File: src/rtl/mem_arbiter_if.sv
// Shared-RAM arbiter bus: two requester ports plus the single-port RAM side.
// The arbiter takes the slave view; requesters and RAM take the master view.
interface mem_arbiter_if #(
    parameter int ADDR_W = 16,
    parameter int DATA_W = 16
);
    logic              req0, req1;
    logic              we0, we1;
    logic [ADDR_W-1:0] addr0, addr1;
    logic [DATA_W-1:0] wdata0, wdata1;
    logic              gnt0, gnt1;
    logic              rvalid0, rvalid1;
    logic [DATA_W-1:0] rdata0, rdata1;
    logic              ram_en;
    logic              ram_we;
    logic [ADDR_W-1:0] ram_addr;
    logic [DATA_W-1:0] ram_wdata;
    logic [DATA_W-1:0] ram_rdata;

    modport slave (
        input  req0, req1, we0, we1, addr0, addr1, wdata0, wdata1, ram_rdata,
        output gnt0, gnt1, rvalid0, rvalid1, rdata0, rdata1,
               ram_en, ram_we, ram_addr, ram_wdata
    );

    modport master (
        output req0, req1, we0, we1, addr0, addr1, wdata0, wdata1, ram_rdata,
        input  gnt0, gnt1, rvalid0, rvalid1, rdata0, rdata1,
               ram_en, ram_we, ram_addr, ram_wdata
    );
endinterface

File: src/rtl/mem_arbiter.sv
// Two-port arbiter in front of a single-port synchronous RAM (CPU port 0, debug port 1).
// One command per cycle; 1-cycle read data is steered back to the issuing port.
module mem_arbiter #(
    parameter int ADDR_W       = 16,
    parameter int DATA_W       = 16,
    parameter int CPU_PRIORITY = 1,
    parameter int MAX_WAIT     = 8
) (
    input logic         clk,
    input logic         rst,
    mem_arbiter_if.slave bus
);
    localparam int CNT_W = (MAX_WAIT > 0) ? $clog2(MAX_WAIT + 1) : 1;

    logic             last;
    logic [CNT_W-1:0] wait_cnt;
    logic             rd_pend_v;
    logic             rd_pend_id;
    logic             boost;
    logic             tie_sel1;
    logic             g0, g1;
    logic             mux_we;

    always_comb begin
        boost    = (MAX_WAIT != 0) && (CPU_PRIORITY != 0) && (wait_cnt == CNT_W'(MAX_WAIT));
        tie_sel1 = (CPU_PRIORITY != 0) ? boost : ~last;
        g0 = 1'b0;
        g1 = 1'b0;
        // Reset blocks grants combinationally so nothing reaches the RAM while it is held.
        if (!rst) begin
            if (bus.req0 && bus.req1) begin
                g1 = tie_sel1;
                g0 = ~tie_sel1;
            end else begin
                g0 = bus.req0;
                g1 = bus.req1;
            end
        end
    end

    always_comb begin
        mux_we        = 1'b0;
        bus.ram_addr  = '0;
        bus.ram_wdata = '0;
        if (g0) begin
            mux_we        = bus.we0;
            bus.ram_addr  = bus.addr0;
            bus.ram_wdata = bus.wdata0;
        end else if (g1) begin
            mux_we        = bus.we1;
            bus.ram_addr  = bus.addr1;
            bus.ram_wdata = bus.wdata1;
        end
    end

    assign bus.gnt0   = g0;
    assign bus.gnt1   = g1;
    assign bus.ram_en = g0 | g1;
    assign bus.ram_we = mux_we;

    always_ff @(posedge clk) begin
        if (rst) begin
            last       <= 1'b1;
            wait_cnt   <= '0;
            rd_pend_v  <= 1'b0;
            rd_pend_id <= 1'b0;
        end else begin
            if (g0 | g1) last <= g1;
            rd_pend_v  <= (g0 | g1) & ~mux_we;
            rd_pend_id <= g1;
            if (CPU_PRIORITY == 0 || !bus.req1 || g1)
                wait_cnt <= '0;
            else if (wait_cnt != CNT_W'(MAX_WAIT))
                wait_cnt <= wait_cnt + CNT_W'(1);
        end
    end

    // Masking with rst drops a read whose data would land during a reset cycle.
    assign bus.rvalid0 = rd_pend_v & ~rd_pend_id & ~rst;
    assign bus.rvalid1 = rd_pend_v &  rd_pend_id & ~rst;
    assign bus.rdata0  = bus.rvalid0 ? bus.ram_rdata : '0;
    assign bus.rdata1  = bus.rvalid1 ? bus.ram_rdata : '0;
endmodule

File: src/flat_wrapper.sv
// flat-port wrapper written by rule: the top's interface ports become plain ports
module mem_arbiter_flat 
#(
    parameter int ADDR_W       = 16,
    parameter int DATA_W       = 16,
    parameter int CPU_PRIORITY = 1,
    parameter int MAX_WAIT     = 8
)
  (clk, rst, bus_req0, bus_req1, bus_we0, bus_we1, bus_addr0, bus_addr1, bus_wdata0, bus_wdata1, bus_ram_rdata, bus_gnt0, bus_gnt1, bus_rvalid0, bus_rvalid1, bus_rdata0, bus_rdata1, bus_ram_en, bus_ram_we, bus_ram_addr, bus_ram_wdata);
  mem_arbiter_if #(.ADDR_W(ADDR_W), .DATA_W(DATA_W)) bus_i ();
  input logic clk;
  input logic rst;
  input wire logic [$bits(bus_i.req0)-1:0] bus_req0;
  input wire logic [$bits(bus_i.req1)-1:0] bus_req1;
  input wire logic [$bits(bus_i.we0)-1:0] bus_we0;
  input wire logic [$bits(bus_i.we1)-1:0] bus_we1;
  input wire logic [$bits(bus_i.addr0)-1:0] bus_addr0;
  input wire logic [$bits(bus_i.addr1)-1:0] bus_addr1;
  input wire logic [$bits(bus_i.wdata0)-1:0] bus_wdata0;
  input wire logic [$bits(bus_i.wdata1)-1:0] bus_wdata1;
  input wire logic [$bits(bus_i.ram_rdata)-1:0] bus_ram_rdata;
  output wire logic [$bits(bus_i.gnt0)-1:0] bus_gnt0;
  output wire logic [$bits(bus_i.gnt1)-1:0] bus_gnt1;
  output wire logic [$bits(bus_i.rvalid0)-1:0] bus_rvalid0;
  output wire logic [$bits(bus_i.rvalid1)-1:0] bus_rvalid1;
  output wire logic [$bits(bus_i.rdata0)-1:0] bus_rdata0;
  output wire logic [$bits(bus_i.rdata1)-1:0] bus_rdata1;
  output wire logic [$bits(bus_i.ram_en)-1:0] bus_ram_en;
  output wire logic [$bits(bus_i.ram_we)-1:0] bus_ram_we;
  output wire logic [$bits(bus_i.ram_addr)-1:0] bus_ram_addr;
  output wire logic [$bits(bus_i.ram_wdata)-1:0] bus_ram_wdata;
  assign bus_i.req0 = bus_req0;
  assign bus_i.req1 = bus_req1;
  assign bus_i.we0 = bus_we0;
  assign bus_i.we1 = bus_we1;
  assign bus_i.addr0 = bus_addr0;
  assign bus_i.addr1 = bus_addr1;
  assign bus_i.wdata0 = bus_wdata0;
  assign bus_i.wdata1 = bus_wdata1;
  assign bus_i.ram_rdata = bus_ram_rdata;
  assign bus_gnt0 = bus_i.gnt0;
  assign bus_gnt1 = bus_i.gnt1;
  assign bus_rvalid0 = bus_i.rvalid0;
  assign bus_rvalid1 = bus_i.rvalid1;
  assign bus_rdata0 = bus_i.rdata0;
  assign bus_rdata1 = bus_i.rdata1;
  assign bus_ram_en = bus_i.ram_en;
  assign bus_ram_we = bus_i.ram_we;
  assign bus_ram_addr = bus_i.ram_addr;
  assign bus_ram_wdata = bus_i.ram_wdata;
  mem_arbiter #(.ADDR_W(ADDR_W), .DATA_W(DATA_W), .CPU_PRIORITY(CPU_PRIORITY), .MAX_WAIT(MAX_WAIT)) u_core (.clk(clk), .rst(rst), .bus(bus_i));
endmodule
File: config.mk
export PLATFORM = sky130hd
export DESIGN_NAME = mem_arbiter_flat
export DESIGN_NICKNAME = d
export VERILOG_FILES = /design/src/rtl/mem_arbiter_if.sv /design/src/rtl/mem_arbiter.sv /design/src/flat_wrapper.sv
export SDC_FILE = /design/constraint.sdc
export NUM_CORES = 1
export LEC_CHECK = 0
export CAP_MARGIN = 20
export CORE_MARGIN = 2
export CORE_UTILIZATION = 20
export DETAILED_ROUTE_END_ITERATION = 12
export PLACE_DENSITY = 0.78
export SYNTH_ARGS = -nofsm -noshare
export SYNTH_HDL_FRONTEND = slang
export SYNTH_SLANG_ARGS = --single-unit
File: constraint.sdc
create_clock -name clk -period 2.2 [get_ports clk]
set_input_delay 0.44 -clock clk [delete_from_list [all_inputs] [get_ports clk]]
set_output_delay 0.44 -clock clk [all_outputs]
set_load 0.02 [all_outputs]
* Yosys cells after proc, flatten, opt, wreduce, memory -nomap -nowiden
Index checks and enable logic that the tools add are counted.
** Cells by class
- $add $sub $neg :: 1
- Equality and inequality tests :: 2
- Multiplexer cells :: 12
- Bitwise logic cells :: 10
- Reductions and logical operators :: 4
** Operator list (number)
- 16-bit two-way mux :: 6
- 1-bit two-way mux :: 6
- 1-bit AND :: 5
- 4-bit by 1-bit adder with 4-bit output, second input constant :: 1
- 4-bit equality test, second input constant :: 1
- 4-bit inequality test, second input constant :: 1
- 1-bit inverter :: 4
- 2-bit OR reduction :: 1
- 1-bit logical AND :: 1
- 1-bit logical NOT :: 1
- 1-bit logical OR :: 1
- 1-bit bitwise OR :: 1
** Storage, ports and cells
- Bits in registers :: 6
- Input bits :: 86
- Output and inout port bits :: 70

* Logic depth before layout (Yosys ltp)
- Depth in word-level cells :: 7
- Depth in mapped cells :: 7
- Depth with buffers taken out :: 5

* Worst setup path before layout
No wires, ideal clock.
- Kind :: input-to-output
- From :: input port rst
- To :: output port bus_rdata1[10]
- Arrival time :: 1452 ps
- Data required time :: 1760 ps
- Slack :: 308 ps
- Cell stages on the path :: 5
- Path through :: inv_1 and3_1 clkbuf_1 clkbuf_1 and2_1
** Between the ends
- Longest elaborated chain between the ends :: 3
** Ends and longest elaborated chain
- start: declaration :: line flat_wrapper.sv:12 : input logic rst;
- 1-bit inverter :: line mem_arbiter.sv:80 : assign bus.rvalid1 = rd_pend_v & rd_pend_id & ~rst;
- 1-bit AND :: line mem_arbiter.sv:80
- named net bus_rvalid1 :: line flat_wrapper.sv:25 : output wire logic [$bits(bus_i.rvalid1)-1:0] bus_rvalid1;
- 16-bit two-way mux :: line mem_arbiter.sv:82 : assign bus.rdata1 = bus.rvalid1 ? bus.ram_rdata : '0;
- end: declaration :: line flat_wrapper.sv:27 : output wire logic [$bits(bus_i.rdata1)-1:0] bus_rdata1;
The timed path passes the listed nets, and every way through them passes these cells.

* Worst setup path after layout
- From :: register u_core.wait_cnt[1]
- To :: output port bus_ram_addr[1]
** Between the ends
- Longest elaborated chain between the ends :: 5
- Elaborated cells between the ends (all ways) :: 8
- Classes of those cells :: eq/ne: 1; mux: 6; bitwise: 1
** Ends and longest elaborated chain
- start: declaration :: line mem_arbiter.sv:16 : logic [CNT_W-1:0] wait_cnt;
- start signal: assignment :: line mem_arbiter.sv:74 : wait_cnt <= wait_cnt + CNT_W'(1);
- 4-bit equality test * :: line mem_arbiter.sv:25 : boost = (MAX_WAIT != 0) && (CPU_PRIORITY != 0) && (wait_cnt == CNT_W'(MAX_WAIT));
- 1-bit two-way mux / 1-bit inverter (equally long branches) :: line mem_arbiter.sv:31, mem_arbiter.sv:33
- 1-bit two-way mux (on tied branches) :: line mem_arbiter.sv:30, mem_arbiter.sv:31
- 16-bit two-way mux / 1-bit two-way mux (equally long branches) :: line mem_arbiter.sv:49, mem_arbiter.sv:30
- 16-bit two-way mux * :: line mem_arbiter.sv:45 : if (g0) begin
- end: declaration :: line flat_wrapper.sv:30 : output wire logic [$bits(bus_i.ram_addr)-1:0] bus_ram_addr;
Mark *: on every way between the ends. The rest lies on a longest branch, timed or not.

==> flow_summary.ini <==
[yosys]
netlist_area_um2 = 853
synth_seq_cells = 6
async_reset_ff_frac = 0
ys_seq_area_frac = 0.141
synth_cell_types = 22
synth-edff-count = 0
postSynthCellCount = 106
yosysWarnings = 0
synth_area_leaders = a22o_1 (34%), and2_1 (23%), dfxtp_1 (14%), buf_6 (5.3%), ha_1 (2.9%)
synth_top_area_frac = 0.339
avgSynthCellArea_um2 = 8.05
syn_nets = 194
yosysTopAreaCell = a22o_1
synth_ff_type = dfxtp_1

[power_and_ir_drop]
swShare = 0.309
p_int_uw = 488
p_leak_uw = 0.00127
combPwrFrac = 0.602
p_per_area_nw_per_um2 = 278
p_sw_uw = 218
clkPwrFrac = 0.236
vdd_ir_drop_max_v = 0.000423
power_frac_seq = 0.162

[routing]
drc = 0
vias_per_cell = 4.43
ant_nets = 0
wire_per_inst_um = 14.8
drt_iter0_drc = 52
drtPass1Iterations = 4
totalWireLength_mm = 4.76
vias = 1426

[clocking]
clockBufferDepth = 2
htree_levels = 1
clk_pin_slew_worst_paths_ns = 0.04
root_buffer = clkbuf_8
clock-sinks = 6
cts_buffers = 3
cts_tree = yes
clock_latency_ns = 0.22
hold_buffers = 0
post-cts-setup-buffer-count = 0

[sta]
finalCriticalPeriod_ns = 2.15
clock.fmax_ghz = 0.466
slew_violations = 0
finalHoldViolCount = 0
setup_violations = 0
setup_tns_ns = 0
worst_slew_pin_slew_ns = 0.227
relSlewSlack = 0.848
rsz0062_at_grt = yes
post-route-period-util = 0.975
fin_worst_skew_ns = 0.00367

[floorplan]
die_h_um = 69.3
die_x_um = 69.3
coreArea_um2 = 4060
initial_utilization = 0.210
rows = 23
die_area_um2 = 4810
ios = 156

[critical_path]
r2r-start = u_core.wait_cnt[1]
cp-start-kind = register
critPathKind = register to output pin
r2r_slack_ns = 0.72
crit_path_end = bus_ram_addr[1]
startpoint = u_core.wait_cnt[1]
required_ns = 1.76
end_kind = output pin
reg2reg_depth = 6
reg2reg_to = u_core.rd_pend_v
cp_max_fo = 7
worstPathArrival_ns = 1.71

[min_path]
min-delay-start = u_core.wait_cnt[0]
hp-class = register to register

[finish]
nets = 362
fillers = 388
layout_commonest_cell = clkdlybuf4s50_1
syn_to_final_growth_pct = 198
final_layout_size_suffix_gt1_frac = 0.283
instances_no_fill = 322
antenna_cells = 0
final_cell_mix = clkdlybuf4s50_1 (82), a22o_1 (33), and2_1 (32)

[global_route]
grt_pass1_wl_mm = 7.12
antenna_found_initial = 0
grt_usage = 0.179
gr-total-overflow = 0
grt_start_max_net_pins = 36
first_global_vias = 1360

[placed_design]
gp_congestion = 0.807
dp_cells = 313
dp_hpwl_mm = 3.64
port_buffers = 155

[run_status]
status = complete, no violations

[flow_run]
max-cap-violations = 0
-- area by class of cell --
class,count,area [um2],area share
inverter,6,22.5,0.00887
timing repair buffer,173,1630,0.643
sequential,6,121,0.0478
clock buffer,3,41.3,0.0163
tap,50,62.6,0.0246
multi-input combinational,84,658,0.259
-- Yosys cell counts (2+ instances only) --
cell type	instances
a22o_1	33
and2_1	32
dfxtp_1	6
inv_1	6
buf_2	4
buf_6	4
nor3_1	4
clkbuf_1	2
ha_1	2
-- registers in the layout, summed over array words and instances (netlist names) --
name and cells:
u_core.rd_pend_id 1, u_core.wait_cnt 4, u_core.rd_pend_v 1
-- cell families (layout without fill, tap and decap cells) --
logic type / Yosys count / count (layout) / share of synthesized area
xor gates and xnor gates: 2 / 2 / 0.0205
and+or+nand+nor: 42 / 42 / 0.315
AOI/OAI and AO/OA: 38 / 38 / 0.383
adders and majority gates: 2 / 2 / 0.0293
DFF: 6 / 6 / 0.141
buffers and inverters: 16 / 182 / 0.111
-- per-layer routing --
| metal | share of wire | GRT usage | wire [um] |
|---|---|---|---|
| met5 | 0 | 0 | 0 |
| met4 | 0.0061 | 0.0414 | 29 |
| met3 | 0.053 | 0.0291 | 253 |
| met2 | 0.55 | 0.339 | 2600 |
| met1 | 0.39 | 0.209 | 1880 |
-- worst max-delay path, stage by stage, from the launching register on --
cell and delay [ns]:
dfxtp_1 0.31, inv_2 0.06, ha_4 0.14, nand3b_4 0.09, o211a_4 0.32, clkbuf_16 0.18
a22o_1 0.22, buf_2 0.16
-- power groups by stage --
stage / Sequential (uW) / Clock (uW) / Combinational (uW)
2_1_floorplan: 115 / 0 / 150
3_3_place_gp: 115 / 0 / 422
3_5_place_dp: 115 / 0 / 425
4_1_cts: 114 / 169 / 388
5_1_grt: 114 / 175 / 451
6_report: 114 / 167 / 425
-- how the worst min path moves through the flow --
stage / endpoint / depth (start not counted)
2_1_floorplan: u_core.wait_cnt[0] / 1
3_3_place_gp: u_core.wait_cnt[0] / 2
3_5_place_dp: u_core.wait_cnt[0] / 2
4_1_cts: u_core.wait_cnt[0] / 2
5_1_grt: u_core.wait_cnt[0] / 2
6_report: u_core.wait_cnt[0] / 2
-- what timing repair did --
| item | in CTS | in global routing |
|---|---|---|
| gates resized for setup | 175 | 62 |
| endpoints found under the setup margin | 70 | 49 |
| pin swaps | 2 | 5 |
| gates cloned | 1 | 5 |
-- per-stage QoR --
step | hold slack, ns | instance area [um2] | util | power (uW) | setup WS (ns)
after global placement | 0.521 | 2520 | 0.622 | 537 | -0.451
after floorplan | 0.455 | 853 | - | 265 | 0.308
final | 0.525 | 2540 | 0.626 | 706 | 0.0543
after detailed placement | 0.527 | 2520 | 0.622 | 541 | -0.465
after global routing | 0.549 | 2540 | 0.626 | 741 | -0.0430
after CTS | 0.533 | 2390 | 0.589 | 670 | 0.0136
No activity file was read; power rests on OpenSTA's default activity.
